$ cat src/rtl/msb_pe_pkg.sv
// Shared types and helpers for the MSB priority-encoder decode stream.
// Used by msb_pe_decode_stream and skid_buf_2.
package msb_pe_pkg;

    localparam int unsigned ERR_W_DEF = 8;

    // Occupancy of the two-entry skid stage.
    typedef enum logic [1:0] {
        EMPTY = 2'd0,
        ONE   = 2'd1,
        TWO   = 2'd2
    } state_t;

    // Encoded index width; also holds the encoder's "no bit set" code N.
    function automatic int unsigned idx_width(input int unsigned n);
        return $clog2(n + 1);
    endfunction

endpackage

$ cat src/rtl/skid_buf_2.sv
// Generic 2-entry valid/ready skid buffer.
// in_ready is a register, so there is no combinational path from out_ready.
// A beat that arrives while the output register is stalled parks in the skid entry.
module skid_buf_2
    import msb_pe_pkg::*;
#(
    parameter int unsigned W = 8
) (
    input  logic         clk,
    input  logic         rst,
    input  logic         in_valid,
    output logic         in_ready,
    input  logic [W-1:0] in_data,
    output logic         out_valid,
    input  logic         out_ready,
    output logic [W-1:0] out_data
);

    state_t       state;
    logic [W-1:0] skid_data;
    logic         accept;
    logic         drain;

    assign accept = in_valid & in_ready;
    assign drain  = out_valid & out_ready;

    // Occupancy FSM with registered ready/valid and data registers.
    always_ff @(posedge clk or posedge rst) begin
        if (rst) begin
            state     <= EMPTY;
            in_ready  <= 1'b1;
            out_valid <= 1'b0;
            out_data  <= '0;
            skid_data <= '0;
        end else begin
            case (state)
                EMPTY: begin
                    if (accept) begin
                        out_data  <= in_data;
                        out_valid <= 1'b1;
                        state     <= ONE;
                    end
                end
                ONE: begin
                    if (accept && drain) begin
                        out_data <= in_data;
                    end else if (accept) begin
                        skid_data <= in_data;
                        in_ready  <= 1'b0;
                        state     <= TWO;
                    end else if (drain) begin
                        out_valid <= 1'b0;
                        state     <= EMPTY;
                    end
                end
                TWO: begin
                    if (drain) begin
                        out_data <= skid_data;
                        in_ready <= 1'b1;
                        state    <= ONE;
                    end
                end
                default: begin
                    state     <= EMPTY;
                    in_ready  <= 1'b1;
                    out_valid <= 1'b0;
                end
            endcase
        end
    end

endmodule

$ cat src/rtl/msb_pe_decode_stream.sv
// Streaming inverse of the N-bit MSB priority encoder: index in, one-hot out.
// Out-of-range indices (>= N) give a zero vector, raise out_err and bump a
// saturating error counter.
// Optional: define MSB_PE_DECODE_THERMO_EN to add out_thermo (bits 0..idx set).
module msb_pe_decode_stream
    import msb_pe_pkg::*;
#(
    parameter int unsigned N     = 10,
    parameter int unsigned IDX_W = idx_width(N),
    parameter int unsigned ERR_W = ERR_W_DEF
) (
    input  logic             clk,
    input  logic             rst,
    input  logic             in_valid,
    output logic             in_ready,
    input  logic [IDX_W-1:0] in_idx,
    output logic             out_valid,
    input  logic             out_ready,
    output logic [N-1:0]     out_vec,
    output logic             out_err,
`ifdef MSB_PE_DECODE_THERMO_EN
    output logic [N-1:0]     out_thermo,
`endif
    output logic [ERR_W-1:0] err_cnt
);

`ifdef MSB_PE_DECODE_THERMO_EN
    localparam int unsigned PW = 2 * N + 1;
`else
    localparam int unsigned PW = N + 1;
`endif

    logic [N-1:0]  dec_vec;
    logic          dec_err;
`ifdef MSB_PE_DECODE_THERMO_EN
    logic [N-1:0]  dec_thermo;
`endif
    logic [PW-1:0] in_data;
    logic [PW-1:0] out_data;

    // Decode: one-hot at idx; an index with no matching bit is an error.
    always_comb begin
        dec_vec = '0;
        for (int i = 0; i < N; i++) begin
            dec_vec[i] = (in_idx == IDX_W'(i));
        end
        dec_err = ~(|dec_vec);
`ifdef MSB_PE_DECODE_THERMO_EN
        dec_thermo = '0;
        for (int i = 0; i < N; i++) begin
            dec_thermo[i] = (in_idx >= IDX_W'(i)) & ~dec_err;
        end
`endif
    end

`ifdef MSB_PE_DECODE_THERMO_EN
    assign in_data    = {dec_err, dec_thermo, dec_vec};
    assign out_thermo = out_data[2*N-1:N];
`else
    assign in_data    = {dec_err, dec_vec};
`endif
    assign out_vec = out_data[N-1:0];
    assign out_err = out_data[PW-1];

    skid_buf_2 #(
        .W (PW)
    ) u_skid (
        .clk       (clk),
        .rst       (rst),
        .in_valid  (in_valid),
        .in_ready  (in_ready),
        .in_data   (in_data),
        .out_valid (out_valid),
        .out_ready (out_ready),
        .out_data  (out_data)
    );

    // Saturating count of accepted out-of-range indices.
    always_ff @(posedge clk or posedge rst) begin
        if (rst) begin
            err_cnt <= '0;
        end else if (in_valid && in_ready && dec_err && (err_cnt != {ERR_W{1'b1}})) begin
            err_cnt <= err_cnt + ERR_W'(1);
        end
    end

endmodule
$ cat config.mk
export PLATFORM = sky130hd
export DESIGN_NAME = msb_pe_decode_stream
export DESIGN_NICKNAME = d
export VERILOG_FILES = /design/src/rtl/msb_pe_pkg.sv /design/src/rtl/skid_buf_2.sv /design/src/rtl/msb_pe_decode_stream.sv
export SDC_FILE = /design/constraint.sdc
export NUM_CORES = 1
export LEC_CHECK = 0
export BUFFER_PORTS_ARGS = -buffer_cell sky130_fd_sc_hd__buf_4
export CORE_ASPECT_RATIO = 1.2
export CORE_MARGIN = 1
export CORE_UTILIZATION = 30
export CTS_CLUSTER_DIAMETER = 120
export CTS_CLUSTER_SIZE = 40
export DETAILED_ROUTE_END_ITERATION = 7
export PLACE_DENSITY_LB_ADDON = 0.15
export SLEW_MARGIN = 20
export SYNTH_ARGS = -nofsm -noshare
export SYNTH_HDL_FRONTEND = slang
export SYNTH_SLANG_ARGS = --single-unit
$ cat constraint.sdc
create_clock -name clk -period 1.6 [get_ports clk]
set_clock_uncertainty 0.1 [all_clocks]
set_input_delay 0.24 -clock clk [delete_from_list [all_inputs] [get_ports clk]]
set_output_delay 0.24 -clock clk [all_outputs]
set_load 0.03 [all_outputs]
# Yosys cells after proc, flatten, opt, wreduce, memory -nomap -nowiden
# Index checks and enable logic that the tools add are counted.
dict set report word_totals {
  regBits 34
  inputBits 8
  out_inout_bits 21
  elab_cells 65
}
dict set report op_classes {
  add_sub_neg 1
  eq_ne 20
  n_mux 19
  bitwise 6
  reduce_logical 13
}
# op n
set ops {}
lappend ops {{$mux W11} 3}
lappend ops {{$pmux W11 S3} 1}
lappend ops {{$eq A4 B3 Y1 const B} 4}
lappend ops {{$reduce_and A4 Y1} 3}
lappend ops {{$mux W2} 5}
lappend ops {{$ne A2 B1 Y1 const B} 5}
lappend ops {{$reduce_or A10 Y1} 1}
lappend ops {{$add A8 B1 Y8 const B} 1}
lappend ops {{$eq A4 B2 Y1 const B} 2}
lappend ops {{$eq A4 B4 Y1 const B} 2}
lappend ops {{$ne A8 B8 Y1 const B} 1}
lappend ops {{$mux W1} 7}
lappend ops {{$pmux W1 S3} 2}
lappend ops {{$pmux W2 S3} 1}
lappend ops {{$reduce_and A5 Y1} 1}
lappend ops {{$eq A4 B1 Y1 const B} 1}
lappend ops {{$logic_and A1 B1 Y1} 4}
lappend ops {{$logic_not A4 Y1} 1}
lappend ops {{$ne A2 B2 Y1 const B} 2}
lappend ops {{$not A1 Y1} 4}
lappend ops {{$ne A3 B1 Y1 const B} 1}
lappend ops {{$reduce_and A3 Y1} 1}
lappend ops {{$reduce_bool A3 Y1} 1}
lappend ops {{$and A1 B1 Y1} 2}
lappend ops {{3 further kinds} 3}

# Depth between registers and ports, before layout
dict set report depth {
  ltp_word 5
  mapped_depth 4
  mapped_depth_nobuf 4
}

# Hierarchy
# Synthesis repeated with hierarchy kept, for this count alone.
dict set report hier_totals {
  cells_unflattened 137
  hier_area_um2 1727.9
}
# mod instances cells_each area_each_um2
set modules_own_cells {}
lappend modules_own_cells {skid_buf_2 1 80 1198.6}
lappend modules_own_cells {msb_pe_decode_stream 1 57 529.3}

# Worst setup path before layout
# OpenSTA, ideal clock, no wires.
dict set report synth_timing {
  path_type {register -> register}
  start {register u_skid.in_ready}
  end {register u_skid.out_data[0]}
  setup_ns 0.125
  arrival_ns 1.528
  required_ns 1.375
  slack_ns -0.153
  path_stages_with_launch 5
  path_cell_list {dfstp_2 -> nand4_1 -> o211ai_2 -> buf_6 -> mux2_4}
}
dict set report synth_via {
  elab_chain_cells 4
}
# item line
set synth_lines {}
lappend synth_lines {{start: declaration} skid_buf_2.sv:12} ;# output logic in_ready,
lappend synth_lines {{start signal: assignment} skid_buf_2.sv:31} ;# in_ready <= 1'b1;
lappend synth_lines {{start signal: assignment} skid_buf_2.sv:49} ;# in_ready <= 1'b0;
lappend synth_lines {{start signal: assignment} skid_buf_2.sv:59} ;# in_ready <= 1'b1;
lappend synth_lines {{$and A1 B1 Y1 (*)} skid_buf_2.sv:24} ;# assign accept = in_valid & in_ready;
lappend synth_lines {{$logic_and A1 B1 Y1} skid_buf_2.sv:45} ;# if (accept && drain) begin
lappend synth_lines {{$ne A2 B1 Y1 (no source line)} n/a}
lappend synth_lines {{$reduce_and A4 Y1 (no source line) (*)} n/a}
lappend synth_lines {{end signal: assignment} skid_buf_2.sv:39} ;# out_data <= in_data;
lappend synth_lines {{end signal: assignment} skid_buf_2.sv:46} ;# out_data <= in_data;
lappend synth_lines {{end signal: assignment} skid_buf_2.sv:58} ;# out_data <= skid_data;
lappend synth_lines {{end: declaration} skid_buf_2.sv:16} ;# output logic [W-1:0] out_data
# Mark *: on every way between the ends. The rest lies on a longest branch, timed or not.
# A chain may end at the register's enable or synchronous reset.

# Worst setup path in the final report
dict set report layout_timing {
  start {register u_skid.in_ready}
  end {register u_skid.out_data[4]}
}
# The elaborated chain is that of the path after synthesis.

==> summary.md <==
| Metric | Value |
|---|---|
| Worst VDD drop | 0.000637 V |
| Area contributors post-synth | dfrtp_1 (44%), mux2_4 (16%), mux2_2 (8.5%), and4bb_2 (2.7%), buf_6 (2.4%) |
| Post-synthesis net count | around 150 |
| GRT busiest layer | met2 |
| Clock sink count | 34 |
| Achievable Freq | 0.606 GHz |
| Critical Path AT | 1.71 ns |
| Ant diodes | 0 |
| Hold Vio Cnt, Final | 0 |
| Sw power | 0.700 mW |
| Slew margin rel. | between 70 and 80% |
| Top_reg_cell synth | dfrtp_1 |
| Critical path's slowest cell | dfstp_2 |
| CTS tree | yes |
| Area grow syn2layout | 26.0% |
| Post-synthesis register bit count | 34 |
| Post-synthesis instance area | ~0.0019 sq mm |
| Largest net degree at the start of global routing | 35 |
| Non-filler cells, final | approximately 260 |
| # setup viols final | 13 |
| YS warnings | 0 |
| Root buffer cell | clkbuf_8 |
| Clock share of power | between 20 and 30% |
| DRC errors left | 0 |
| Pre-CTS setup slack | -0.0510 ns |
| Pwr Density | approximately 970 mW/mm^2 |
| Nets | between 150 and 200 |
| WL final | 3650 um |
| Total power | about 2.3 mW |
| Sequential power share | around 47% |
| Port buffer count | 28 |
| Slew at the pin closest to its max-slew limit | between 0.4 and 0.5 ns |
| Pleak | ~1.1 nW |
| Placer Congestion | between 0.7 and 0.8 |
| Worst-skew pair later-pin latency | about 0.28 ns |
| Share of Yosys cell area claimed by the top area cell type | ~44% |
| WL/cell | roughly 14 um |
| Post-DP HPWL | around 2500 um |
| Internal | roughly 1.6 mW |
| Buf/Inv on CP | 1 |
| Crit Path Class | flip-flop to flip-flop |
| Min cycle time layout | 1.65 ns |
| Top Ports | 29 |
| Number of synthesized flops with an enable pin | 0 |
| First-pass GRT wire length | around 6300 um |
| Initial antenna violation count | 0 |
| GR Util met1 | around 16% |
| Initial core utilization | around 31% |
| CTS max path bufs | 2 |
| CP delay by family, top | flip-flops |
| Combinational power share | roughly 28% |
| Max Cap Viol | 0 |
| Core ar. | roughly 0.006 sq mm |
| Reg clk slew, reported paths | 0.06 ns |
| Fill count | between 500 and 600 |
| TritonCTS buffer count | 5 |
| Cell variety after synth | 44 |
| Via count | around 1200 |
| Hold slack | ~0.20 ns |
| Layout cells sized above 1 | a little under three fifths |
| Met3 Use GR | approximately 3.9% |
| RSZ-0062 raised after global routing | yes |
| Post-synth ARST share | 100% |
| Average cell area after synthesis | 13.6 sq um |
| Global route overflow | 0 |
| Final-report max-slew violation count | 0 |
| Status | complete, but fails checks |
| Vias in the first global route | roughly 1300 |
| Vias per cell | between 4 and 5 |
| Total Die Area | about 0.0065 sq mm |
| GR Layer Usage met2 | between 20% and 30% |
| DP Cell Count | 249 |
| Die Ht | slightly below 90 um |
| Iter 0 DRT Violations | 67 |
| Failing checks | negative setup slack |
| Post-synthesis sequential area ratio | 45.8% |
| TritonRoute pass-1 iters | 4 |
| Final period utilization | 103% |
| Crit path max fanout | 11 |
| Max H-tree Level | 2 |
| Max incr delay on CP | 0.59 ns |
| Antenna-violating nets left | 0 |
| Critical Path Source Type | flip-flop |
| Gate count of the mapped netlist | 137 |
| Sw Ratio | about 31% |
| Final worst slack | -0.0502 ns |
| Rows | 31 |
| CP Cell Sequence | nand4_1 > o211ai_2 > buf_12 > mux2_4 |
| Setup crit end kind | flip-flop |
| Worst path required time | roughly 1.7 ns |
| Worst hold path type | primary input to flip-flop |
| Synth area leader | dfrtp_1 |
| Total GRT Usage | 13.0% |
| Die span in x | between 70 and 80 um |
==> Yosys cell counts, types with 3 or more instances <==
cell      instances
a211oi_1          3
nand3_1           4
mux2_2           14
mux2_4           20
nor4b_1           4
and4bb_2          4
nand2_1           3
dfrtp_1          33
buf_6             4
a21boi_0          3
inv_1             4
o21ai_0           4
==> final cells by class <==
class                   count  area [sq um]  share of cell area, %
inverters                   4          15.0                  0.641
clock inverters             2          10.0                  0.427
flip-flops and latches     34           856                   36.5
well taps                  82           103                   4.38
multi-input cells          92           951                   40.6
repair buffers             40           340                   14.5
clock buffers               5          68.8                   2.94
==> cells by family after synthesis <==
group	count (synthesis)	share of synthesized area, %
buf+inv	11	4.24
flops	34	45.8
xor+xnor	2	0.942
simple gates	32	13.0
mux	37	26.4
fa+ha+maj	1	0.672
compound gates	20	8.94
==> worst paths after layout <==
| check | from | endpoint | slack (ns) | cells past startpoint |
|---|---|---|---|---|
| setup / recovery | u_skid.in_ready | u_skid.out_data[4] | -0.05 | 4 |
| hold / removal | in_valid | err_cnt[2] | 0.20 | 3 |
| setup reg to reg | u_skid.in_ready | u_skid.out_data[4] | -0.05 | 4 |
| hold reg to reg | u_skid.skid_data[0] | u_skid.skid_data[0] | 0.40 | 1 |
| max in group asynchronous | rst | u_skid.in_ready | 0.55 | 4 |
| min in group asynchronous | rst | err_cnt[4] | 0.51 | 4 |
==> routing by layer <==
layer / share of wire [%] / vias up
li1: - / 595
met1: 46 / 624
met2: 50 / 21
met3: 3.2 / 2
met4: 0.63 / 0
met5: 0 / -
==> state kept, by name (all words and copies together), names as in the netlist <==
signal / cells
u_skid.out_valid: 1
u_skid.in_ready: 1
u_skid.state: 2
err_cnt: 8
u_skid.skid_data: 11
u_skid.out_data: 11
==> power groups by stage <==
stage	clock, mW	sequential [mW]	combinational (mW)
finish	0.580	1.06	0.628
global route	0.649	1.08	0.671
CTS	0.616	1.06	0.637
detailed placement	0	1.07	0.635
global placement	0	1.07	0.628
floorplan	0	1.26	0.211
==> tightest hold or removal path, cell delays in order <==
cell and delay (ns):
buf_4 0.14, nand4_1 0.09, a21oi_1 0.06
==> placed cells by master, fill, tap and decap left out, drive strengths merged <==
master / n
buf: 39
mux2: 36
dfrtp: 33
clkbuf: 5
nor4b: 4
and4bb: 4
inv: 4
nand3: 4
o21ai: 4
nand2: 4
a21boi: 4
a211oi: 3
nand4: 2
nor2: 2
clkinv: 2
o211ai: 2
nor3: 2
nor4: 2
nand2b: 1
nand4b: 1
nand4bb: 1
and4b: 1
and4: 1
and3: 1
o2111ai: 1
a21o: 1
xnor2: 1
o21a: 1
a21oi: 1
o21bai: 1
xor2: 1
mux2i: 1
and3b: 1
a211o: 1
and2: 1
o32a: 1
ha: 1
dlygate4sd3: 1
dfstp: 1
==> timing repair <==
item	CTS	global route
hold buffers	1	0
hold endpoints to repair	33	0
setup buffers	0	2
pin swaps	1	1
setup endpoints to repair	24	17
resized for setup	1	2
==> stage by stage <==
step / TNS (ns) / instance area, sq um / util [%]
floorplan: -1.69 / 1880 / -
global placement: -0.129 / 2230 / 37.1
detailed placement: -0.647 / 2230 / 37.1
CTS: -0.557 / 2320 / 38.6
global route: -1.41 / 2340 / 39.0
finish: -0.516 / 2340 / 39.0
Power figures use the tool's default switching activity.
